--- src/rtl/wt_cache_controller_pkg.sv ---
// Shared widths, address field layout and FSM state encoding for the
// write-through direct-mapped cache controller.
package wt_cache_controller_pkg;

    localparam int unsigned ADDR_W   = 10;
    localparam int unsigned DATA_W   = 32;
    localparam int unsigned BLOCK_W  = 128;
    localparam int unsigned TAG_W    = 3;
    localparam int unsigned INDEX_W  = 5;
    localparam int unsigned OFFSET_W = 2;

    typedef struct packed {
        logic [TAG_W-1:0]    tag;
        logic [INDEX_W-1:0]  index;
        logic [OFFSET_W-1:0] offset;
    } cache_addr_t;

    typedef enum logic [1:0] {
        IDLE  = 2'd0,
        FILL  = 2'd1,
        WRITE = 2'd2
    } state_t;

endpackage

--- src/rtl/wt_cache_controller_cache_line_array.sv ---
// Valid/tag/data storage: one-word store port, full-line fill port and a
// combinational line read port. Only the valid bits are reset.
module cache_line_array
    import wt_cache_controller_pkg::*;
#(
    parameter int unsigned LINES          = 32,
    parameter int unsigned WORDS_PER_LINE = 4
) (
    input  logic                clk,
    input  logic                reset_n,
    input  logic [INDEX_W-1:0]  rd_index,
    output logic                rd_valid,
    output logic [TAG_W-1:0]    rd_tag,
    output logic [BLOCK_W-1:0]  rd_line,
    input  logic                wr_en,
    input  logic [INDEX_W-1:0]  wr_index,
    input  logic [OFFSET_W-1:0] wr_offset,
    input  logic [DATA_W-1:0]   wr_data,
    input  logic                fill_en,
    input  logic [INDEX_W-1:0]  fill_index,
    input  logic [TAG_W-1:0]    fill_tag,
    input  logic [BLOCK_W-1:0]  fill_block
);

    logic [LINES-1:0]  valid;
    logic [TAG_W-1:0]  tag_mem  [LINES];
    logic [DATA_W-1:0] data_mem [LINES][WORDS_PER_LINE];

    always_ff @(posedge clk) begin
        if (!reset_n) begin
            valid <= '0;
        end else if (fill_en) begin
            valid[fill_index] <= 1'b1;
        end
    end

    // Tag/data are not cleared; a reset simply blocks any in-flight update.
    always_ff @(posedge clk) begin
        if (reset_n) begin
            if (fill_en) begin
                tag_mem[fill_index] <= fill_tag;
                for (int w = 0; w < int'(WORDS_PER_LINE); w++) begin
                    data_mem[fill_index][w] <= fill_block[w*DATA_W +: DATA_W];
                end
            end else if (wr_en) begin
                data_mem[wr_index][wr_offset] <= wr_data;
            end
        end
    end

    always_comb begin
        rd_line  = '0;
        rd_valid = valid[rd_index];
        rd_tag   = tag_mem[rd_index];
        for (int w = 0; w < int'(WORDS_PER_LINE); w++) begin
            rd_line[w*DATA_W +: DATA_W] = data_mem[rd_index][w];
        end
    end

endmodule

--- src/rtl/wt_cache_controller.sv ---
// Direct-mapped write-through, no-write-allocate cache controller: IDLE
// serves hits, FILL fetches a block on a read miss, WRITE forwards stores.
module wt_cache_controller
    import wt_cache_controller_pkg::*;
#(
    parameter int unsigned LINES          = 32,
    parameter int unsigned WORDS_PER_LINE = 4
) (
    input  logic               clk,
    input  logic               reset_n,
    input  logic               cpu_re,
    input  logic               cpu_we,
    input  logic [ADDR_W-1:0]  cpu_addr,
    input  logic [DATA_W-1:0]  cpu_wdata,
    output logic [DATA_W-1:0]  cpu_rdata,
    output logic               stall,
    output logic               mem_miss,
    output logic               mem_we,
    output logic [ADDR_W-1:0]  mem_addr,
    output logic [DATA_W-1:0]  mem_wdata,
    input  logic [BLOCK_W-1:0] mem_block,
    input  logic               mem_ready
);

    state_t             state;
    state_t             state_nxt;
    logic [ADDR_W-1:0]  addr_q;
    logic [DATA_W-1:0]  wdata_q;
    cache_addr_t        req;
    cache_addr_t        cap;
    logic               rd_valid;
    logic [TAG_W-1:0]   rd_tag;
    logic [BLOCK_W-1:0] rd_line;
    logic [DATA_W-1:0]  sel_word;
    logic               hit;
    logic               capture;
    logic               wr_en;
    logic               fill_en;

    assign req       = cache_addr_t'(cpu_addr);
    assign cap       = cache_addr_t'(addr_q);
    assign hit       = rd_valid && (rd_tag == req.tag);
    assign sel_word  = rd_line[{req.offset, 5'b0} +: DATA_W];
    assign mem_addr  = addr_q;
    assign mem_wdata = wdata_q;

    cache_line_array #(
        .LINES          (LINES),
        .WORDS_PER_LINE (WORDS_PER_LINE)
    ) u_lines (
        .clk        (clk),
        .reset_n    (reset_n),
        .rd_index   (req.index),
        .rd_valid   (rd_valid),
        .rd_tag     (rd_tag),
        .rd_line    (rd_line),
        .wr_en      (wr_en),
        .wr_index   (req.index),
        .wr_offset  (req.offset),
        .wr_data    (cpu_wdata),
        .fill_en    (fill_en),
        .fill_index (cap.index),
        .fill_tag   (cap.tag),
        .fill_block (mem_block)
    );

    always_ff @(posedge clk) begin
        if (!reset_n) begin
            state <= IDLE;
        end else begin
            state <= state_nxt;
        end
    end

    // Request address/data held for the whole memory transaction.
    always_ff @(posedge clk) begin
        if (!reset_n) begin
            addr_q  <= '0;
            wdata_q <= '0;
        end else if (capture) begin
            addr_q  <= cpu_addr;
            wdata_q <= cpu_wdata;
        end
    end

    always_comb begin
        state_nxt = state;
        stall     = 1'b0;
        mem_miss  = 1'b0;
        mem_we    = 1'b0;
        cpu_rdata = '0;
        capture   = 1'b0;
        wr_en     = 1'b0;
        fill_en   = 1'b0;
        case (state)
            IDLE: begin
                if (cpu_we) begin
                    capture   = 1'b1;
                    wr_en     = hit;
                    stall     = 1'b1;
                    state_nxt = WRITE;
                end else if (cpu_re) begin
                    if (hit) begin
                        cpu_rdata = sel_word;
                    end else begin
                        capture   = 1'b1;
                        stall     = 1'b1;
                        state_nxt = FILL;
                    end
                end
            end
            FILL: begin
                mem_miss = 1'b1;
                stall    = 1'b1;
                if (mem_ready) begin
                    fill_en   = 1'b1;
                    state_nxt = IDLE;
                end
            end
            WRITE: begin
                mem_we = 1'b1;
                stall  = ~mem_ready;
                if (mem_ready) begin
                    state_nxt = IDLE;
                end
            end
            default: begin
                state_nxt = IDLE;
            end
        endcase
    end

endmodule

--- config.mk ---
export PLATFORM = sky130hd
export DESIGN_NAME = wt_cache_controller
export DESIGN_NICKNAME = d
export VERILOG_FILES = /design/src/rtl/wt_cache_controller_pkg.sv /design/src/rtl/wt_cache_controller_cache_line_array.sv /design/src/rtl/wt_cache_controller.sv
export SDC_FILE = /design/constraint.sdc
export NUM_CORES = 2
export LEC_CHECK = 0
export CAP_MARGIN = 20
export CORE_ASPECT_RATIO = 1.5
export CORE_MARGIN = 4
export CORE_UTILIZATION = 30
export CTS_BUF_LIST = sky130_fd_sc_hd__clkbuf_4 sky130_fd_sc_hd__clkbuf_8 sky130_fd_sc_hd__clkbuf_16
export CTS_CLUSTER_DIAMETER = 80
export DETAILED_ROUTE_END_ITERATION = 10
export PLACE_DENSITY_LB_ADDON = 0.2
export RECOVER_POWER = 50
export SKIP_LAST_GASP = 1
export SLEW_MARGIN = 25
export SYNTH_ARGS = -nofsm -noshare
export SYNTH_HDL_FRONTEND = slang
export SYNTH_MEMORY_MAX_BITS = 65536
export SYNTH_SLANG_ARGS = --single-unit
--- constraint.sdc ---
create_clock -name clk -period 7 [get_ports clk]
set_input_delay 0.7 -clock clk [delete_from_list [all_inputs] [get_ports clk]]
set_output_delay 0.7 -clock clk [all_outputs]
set_load 0.05 [all_outputs]
== After elaboration in Yosys (flattened, before gate mapping) ==
Memories as Yosys holds them, arrays and structs flattened.
Index checks and enable logic that the tools add are counted.

* Add/subtract/negate cells: 0
* $mul: 0
* Div/mod/pow operators: 0
* $lt $le $gt $ge: 5
* Eq/ne operators: 6
* Shift operators: 1
* Multiplexer cells: 36
* Bitwise operators: 3
* Reduce and logical (&&, ||, !) cells: 7

{| class="wikitable"
|+ Operator list
! kind !! number
|-
| 128-bit two-way mux || 3
|-
| 32-bit two-way mux || 5
|-
| 128-bit OR reduction || 1
|-
| 128-bit by 8-bit indexed part select with 32-bit output || 1
|-
| 32-bit demux with 2-bit select || 1
|-
| 32-bit OR || 1
|-
| 1-bit two-way mux || 18
|-
| 5-bit by 6-bit < comparator with 1-bit output, second input constant || 2
|-
| 2-bit two-way mux || 4
|-
| 3-bit inequality test, second input constant || 2
|-
| 1-bit binary-select mux with 5-bit select || 1
|-
| 1-bit demux with 5-bit select || 1
|-
| 5-bit by 1-bit greater-or-equal comparator with 1-bit output, second input constant || 1
|-
| 5-bit two-way mux || 1
|-
| 2-bit one-hot mux with 2 select lines || 1
|-
| 3-bit equality test || 1
|-
| 3-bit greater-or-equal comparator, second input constant || 1
|-
| 1-bit logical AND || 3
|-
| 3-bit by 1-bit < comparator with 1-bit output, second input constant || 1
|-
| 2-bit inverter with 3-bit output || 1
|-
| 1-bit one-hot mux with 3 select lines || 1
|-
| 3-bit AND reduction || 1
|-
| 2-bit by 1-bit equality test with 1-bit output, second input constant || 1
|-
| 2-bit equality test, second input constant || 1
|-
| other kinds (4) || 4
|}

* Register bits after elaboration: 76
* Bits in latches: 0
* Memory bits (writable): 4192
* Bits in read-only memories: 0
* Input bits: 175
* Output and inout bits: 77
* Word-level logic and storage cells: 64
* Memories kept: 2

{| class="wikitable"
|+ Memory list
! name !! words !! bits a word !! read ports !! clocked after memory_dff !! wr ports !! line !! text
|-
| u_lines.data_mem || 32 || 128 || 1 || 0 || 1 || wt_cache_controller_cache_line_array.sv:27 || <nowiki>logic [DATA_W-1:0] data_mem [LINES][WORDS_PER_LINE];</nowiki>
|-
| u_lines.tag_mem || 32 || 3 || 1 || 0 || 1 || wt_cache_controller_cache_line_array.sv:26 || <nowiki>logic [TAG_W-1:0] tag_mem [LINES];</nowiki>
|}

== Longest topological paths before layout ==
* Depth after elaboration: 11
* Depth in mapped cells: 14
* Gate-level depth less buffers: 9

== Cells and area by module ==
A second synthesis with hierarchy kept.

* Cells, all modules: 7514
* Area, all modules: 164002.3 µm²

{| class="wikitable"
|+ Modules (own cells, without submodules)
! module !! instances !! cells each !! area an instance (µm²) !! seq. area each (µm²)
|-
| cache_line_array || 1 || 7097 || 160099.8 || 126521.3
|-
| wt_cache_controller || 1 || 417 || 3902.5 || 880.8
|}

== Worst setup path before layout ==
Ideal clock, no wire load.

* Path kind: input to register
* From: in cpu_addr[3]
* To: mem u_lines.data_mem[13][100] in the netlist's numbering, enable pin
* Library setup time: 0.502 ns
* Arrival time: 6.110 ns
* Data required time: 6.498 ns
* Setup slack: 0.389 ns
* Cell stages on the path: 13
* Path buffers: 4
* Path through: buf_4 and2_2 buf_4 a22oi_1 a21oi_1 nor4_1 xnor2_1 nand4_4 nor2_8 buf_8 a21oi_4 buf_2 nor4_1

* Longest elaborated chain between the ends: 11
* Elaborated cells between the ends (all ways): 14
* Those cells by class: eq/ne (1); mux (10); reduce/logical (2); memory (1)

{| class="wikitable"
|+ RTL lines
! element !! line !! text
|-
| from (decl) || wt_cache_controller.sv:13 || <nowiki>input logic [ADDR_W-1:0] cpu_addr,</nowiki>
|-
| memory 32 x 3 bit / 1-bit binary-select mux with 5-bit select (equally long branches) || - ||
|-
| 3-bit equality test / 1-bit two-way mux (equally long branches) || wt_cache_controller.sv:42, wt_cache_controller_cache_line_array.sv:53 ||
|-
| 1-bit logical AND || wt_cache_controller.sv:42 || <nowiki>assign hit = rd_valid && (rd_tag == req.tag);</nowiki>
|-
| 1-bit two-way mux || wt_cache_controller.sv:97 || <nowiki>if (cpu_we) begin</nowiki>
|-
| 1-bit two-way mux || wt_cache_controller.sv:95 || <nowiki>case (state)</nowiki>
|-
| 1-bit two-way mux || wt_cache_controller_cache_line_array.sv:45 || <nowiki>end else if (wr_en) begin</nowiki>
|-
| 1-bit two-way mux || wt_cache_controller_cache_line_array.sv:40 || <nowiki>if (fill_en) begin</nowiki>
|-
| 1-bit two-way mux || wt_cache_controller_cache_line_array.sv:39 || <nowiki>if (reset_n) begin</nowiki>
|-
| 128-bit two-way mux (not written as such) || wt_cache_controller_cache_line_array.sv:46 || <nowiki>data_mem[wr_index][wr_offset] <= wr_data;</nowiki>
|-
| 128-bit OR reduction (no line) || - ||
|-
| 5-bit two-way mux (no line) / 128-bit two-way mux (equally long branches) || - ||
|-
| to (decl) || wt_cache_controller_cache_line_array.sv:27 ||
|}

Parallel ways exist; a longest one is shown, timed or not. The select of a mux whose other input is x is not followed.

== Worst setup path after layout ==
* From: mem u_lines.tag_mem[8][0]
* To: mem u_lines.data_mem[25][37] in the netlist's numbering, enable pin

* Longest elaborated chain between the ends: 11
* Elaborated cells between the ends (all ways): 12
* Those cells by class: eq/ne (1); mux (8); reduce/logical (2); memory (1)

{| class="wikitable"
|+ RTL lines
! element !! line
|-
| from (decl) || wt_cache_controller_cache_line_array.sv:26
|-
| memory 32 x 3 bit * || -
|-
| 3-bit equality test * || wt_cache_controller.sv:42
|-
| 1-bit logical AND * || wt_cache_controller.sv:42
|-
| 1-bit two-way mux * || wt_cache_controller.sv:97
|-
| 1-bit two-way mux * || wt_cache_controller.sv:95
|-
| 1-bit two-way mux * || wt_cache_controller_cache_line_array.sv:45
|-
| 1-bit two-way mux * || wt_cache_controller_cache_line_array.sv:40
|-
| 1-bit two-way mux * || wt_cache_controller_cache_line_array.sv:39
|-
| 128-bit two-way mux (not written as such) * || wt_cache_controller_cache_line_array.sv:46
|-
| 128-bit OR reduction (no line) || -
|-
| 5-bit two-way mux (no line) / 128-bit two-way mux (equally long branches) || -
|}

Every way passes the cells marked *; elsewhere a longest branch is shown, timed or not.

==> impl_metrics.json <==
{
  "status": "finished with violations",
  "violations": "max-capacitance violations, max-slew violations",
  "cts_root_buffer": "clkbuf_16",
  "die_y_um": 916.4,
  "fin_tns_setup_ps": 0,
  "post_cts_resized": 0,
  "synth-seq-area-share_pct": 77.20,
  "ys_ff_latch": 4268,
  "fmax_ghz": 0.1504,
  "grtUsageTotal_pct": 18.71,
  "die-area_um2": 562300,
  "worst_pin_slew_ps": 4297,
  "die_w_um": 613.6,
  "ys_types": 54,
  "finalClockSkew_ps": 91.89,
  "r2r_cells": 12,
  "antenna_found_initial": 57,
  "min_from": "cpu_addr[3]",
  "cp_cell_sequence": "mux2i_1 > mux4_2 > nor2b_1 > nor4_1 > buf_4 > xnor2_1 > nand4_1 > nor2_1 > mux2i_1 > clkbuf_2 > nor3_1 > clkbuf_2",
  "synth_top_area_share_pct": 76.28,
  "cts.path.max_buffers": 4,
  "finalHoldViolCount": 0,
  "drv_slew": 1279,
  "clock-sinks": 4268,
  "cp-end-kind": "register",
  "synth_compound_area_share_pct": 0.7741,
  "power.density_nw_per_um2": 280.0,
  "multi_input_area_um2": 36470,
  "hold_ws_ps": 110.1,
  "seq_area_um2": 127400,
  "whs_path_depth": 3,
  "ioPinCount": 252,
  "numCtsBuffers": 414,
  "timing.rr.start": "u_lines.tag_mem[8][0]",
  "total_power_mw": 53.88,
  "whs_endpoint": "mem_addr[3]",
  "cts_setup_buffers": 0,
  "pwr-share-comb_pct": 6.3,
  "grt.met1_usage_pct": 22.50,
  "grt_overflow_total": 0,
  "hold_class": "in2reg",
  "utilization_pct": 35.10,
  "synthSimpleGateAreaFrac_pct": 1.530,
  "fin_area_um2": 192500,
  "mostFrequentLayoutCell": "edfxtp_1",
  "p_int_mw": 41.84,
  "nets": 7726,
  "seq_power_share_pct": 52.2,
  "dpl.hpwl_mm": 334.9,
  "synthXorXnorAreaFrac_pct": 0.01592,
  "placeableCoreArea_um2": 548300,
  "ys_warn_count": 0,
  "r2r_setup_slack_ps": 350,
  "place_area_um2": 179500,
  "p_sw_share_pct": 22.34,
  "yosys.area.top_type": "edfxtp_1",
  "row_count": 333,
  "critPathKind": "reg2reg",
  "drc_errors": 0,
  "vias_per_cell": 5.124,
  "synth_fp_nets": 7033,
  "pwr-share-clk_pct": 41.5,
  "critPathMaxStageDelay_ps": 1160,
  "top_usage_layer": "met2",
  "layout.filler_cells": 50510,
  "wl_mm": 534.8,
  "final_cells": 15190,
  "setup_ws_ps": 351.6,
  "worstSetupStartpointType": "register",
  "cts_htree_levels": 5,
  "start_util_pct": 30.10,
  "cp_max_fo": 22,
  "vdd_drop_max_v": 0.0001927,
  "clk_pin_slew_ps": 70,
  "cp.arrival_ps": 7260,
  "synthFlopType": "edfxtp_1",
  "muxShareOfSynthArea_pct": 19.33,
  "dp_worst_setup_slack_ps": 473.6,
  "cts_hold_buf": 0,
  "clk_latency_ps": 1060,
  "cts_tree": "done",
  "portBuffers": 251,
  "cpMaxStageDelayCell": "mux2i_1",
  "crit_buf_inv": 3,
  "timing.final.crit_period_ps": 6648,
  "synthCells": 6854,
  "layout-drive-gt1-share_pct": 32.09,
  "grt_pass1_vias": 81250,
  "rsz0062_at_grt": "false",
  "use_met2_pct": 33.19,
  "synth_fa_ha_area_share_pct": 0.03033,
  "async_flop_share_pct": 0,
  "fin_crit_sh_pct": 94.98,
  "p_switching_mw": 12.04,
  "drt-pass1-iter-count": 5,
  "grt_max_degree": 137,
  "synth_area_um2": 165000,
  "grt_pass1_wl_mm": 721.6,
  "ys_top_cells_by_area": "edfxtp_1 76%, mux4_2 18%, dfxtp_1 0.92%",
  "ant_nets": 0,
  "required_ps": 7610,
  "dr_total_vias": 77830,
  "met3_usage_pct": 3.999,
  "mostFrequentLayoutCells": "4192 x edfxtp_1, 1354 x mux4_2, 417 x clkbuf_16, 264 x buf_4, 188 x nand2_1",
  "syn_avg_cell_area_um2": 24.08,
  "syn2layout_area_growth_pct": 16.61,
  "gp_congestion": 0.8186,
  "synth_edf_count": 4192,
  "slew_headroom_pct": -186.5,
  "crit_family": "simple AND/OR/NAND/NOR gates",
  "rr_endpoint": "u_lines.data_mem[25][37]",
  "synth_top_family_by_area": "multiplexers",
  "dp.cells": 14330,
  "drt_iter0_drc": 8141,
  "leakage_nw": 59.33,
  "setup_viol": 0,
  "max-cap-violations": 46,
  "avgRoutedWirePerCell_um": 35.21
}
cells in the mapped netlist, types with 3 or more instances:
library cell	n
mux2_4	3
mux4_2	1354
nor3_1	41
inv_1	4
nor4_1	36
nand2_1	189
nor3_2	20
buf_1	69
nor2b_1	53
mux2i_4	3
ha_1	4
buf_6	16
a21oi_2	3
o21ai_0	131
buf_4	20
nor4_2	35
dfxtp_1	76
clkbuf_1	242
xnor2_1	3
a22oi_1	22
buf_2	58
a21o_1	32
a21oi_1	13
edfxtp_1	4192
nor2_1	72
nand3_1	5
mux2i_1	125
tightest hold or removal path: stages:
cell and delay (ps):
buf_8 170, mux2i_1 170, nor2b_1 60
logic make-up (layout without fill, tap and decap cells):
| group | count (synthesis) | in the layout |
|---|---|---|
| buffers and inverters | 413 | 1443 |
| AOI/OAI and AO/OA | 214 | 214 |
| and+or+nand+nor | 464 | 464 |
| other | 0 | 103 |
| adders and majority gates | 4 | 4 |
| muxes | 1488 | 1488 |
| xor gates and xnor gates | 3 | 3 |
| DFF | 4268 | 4268 |
power by group through the flow:
stage / sequential, mW / combinational, mW / clock [mW]
after global placement: 28.7 / 3.46 / 0
after floorplan: 28.8 / 1.71 / 0
after CTS: 28.1 / 3.51 / 22.9
after global routing: 28.1 / 3.53 / 23.9
final: 28.1 / 3.39 / 22.3
after detailed placement: 28.7 / 3.51 / 0
flip-flops by register name (all words and copies together) (netlist names):
name,flops
mem_addr,10
mem_wdata,32
state,2
u_lines.data_mem,4096
u_lines.tag_mem,96
u_lines.valid,32
layout make-up:
| cell class | instances | share of cell area (%) |
|---|---|---|
| Sequential cell | 4268 | 66.20 |
| Multi-Input combinational cell | 2173 | 18.95 |
| Clock buffer | 512 | 5.799 |
| Tap cell | 7202 | 4.682 |
| Timing Repair Buffer | 685 | 3.047 |
| Clock inverter | 241 | 1.170 |
| Antenna cell | 103 | 0.1339 |
| Inverter | 5 | 0.01625 |
layer usage:
metal | up-vias | wire length, um | part of all wire [%]
met2 | 2667 | 283200 | 53
met4 | 18 | 16170 | 3.0
met3 | 578 | 34860 | 6.5
met5 | - | 106 | 0.020
li1 | 31100 | - | -
met1 | 43470 | 200500 | 37
worst max path at each step:
stage                           start                         to  slack (ps)  cells after the start
6_report        u_lines.tag_mem[8][0]   u_lines.data_mem[25][37]         350                     12
5_1_grt        u_lines.tag_mem[10][0]   u_lines.data_mem[12][74]         240                     13
4_1_cts                   cpu_addr[2]              cpu_rdata[29]         490                      9
3_5_place_dp              cpu_addr[2]              cpu_rdata[29]         470                      9
3_3_place_gp              cpu_addr[2]               cpu_rdata[5]         280                      9
2_1_floorplan             cpu_addr[3]  u_lines.data_mem[13][100]         390                     13
(Power assumes the default switching activity.)
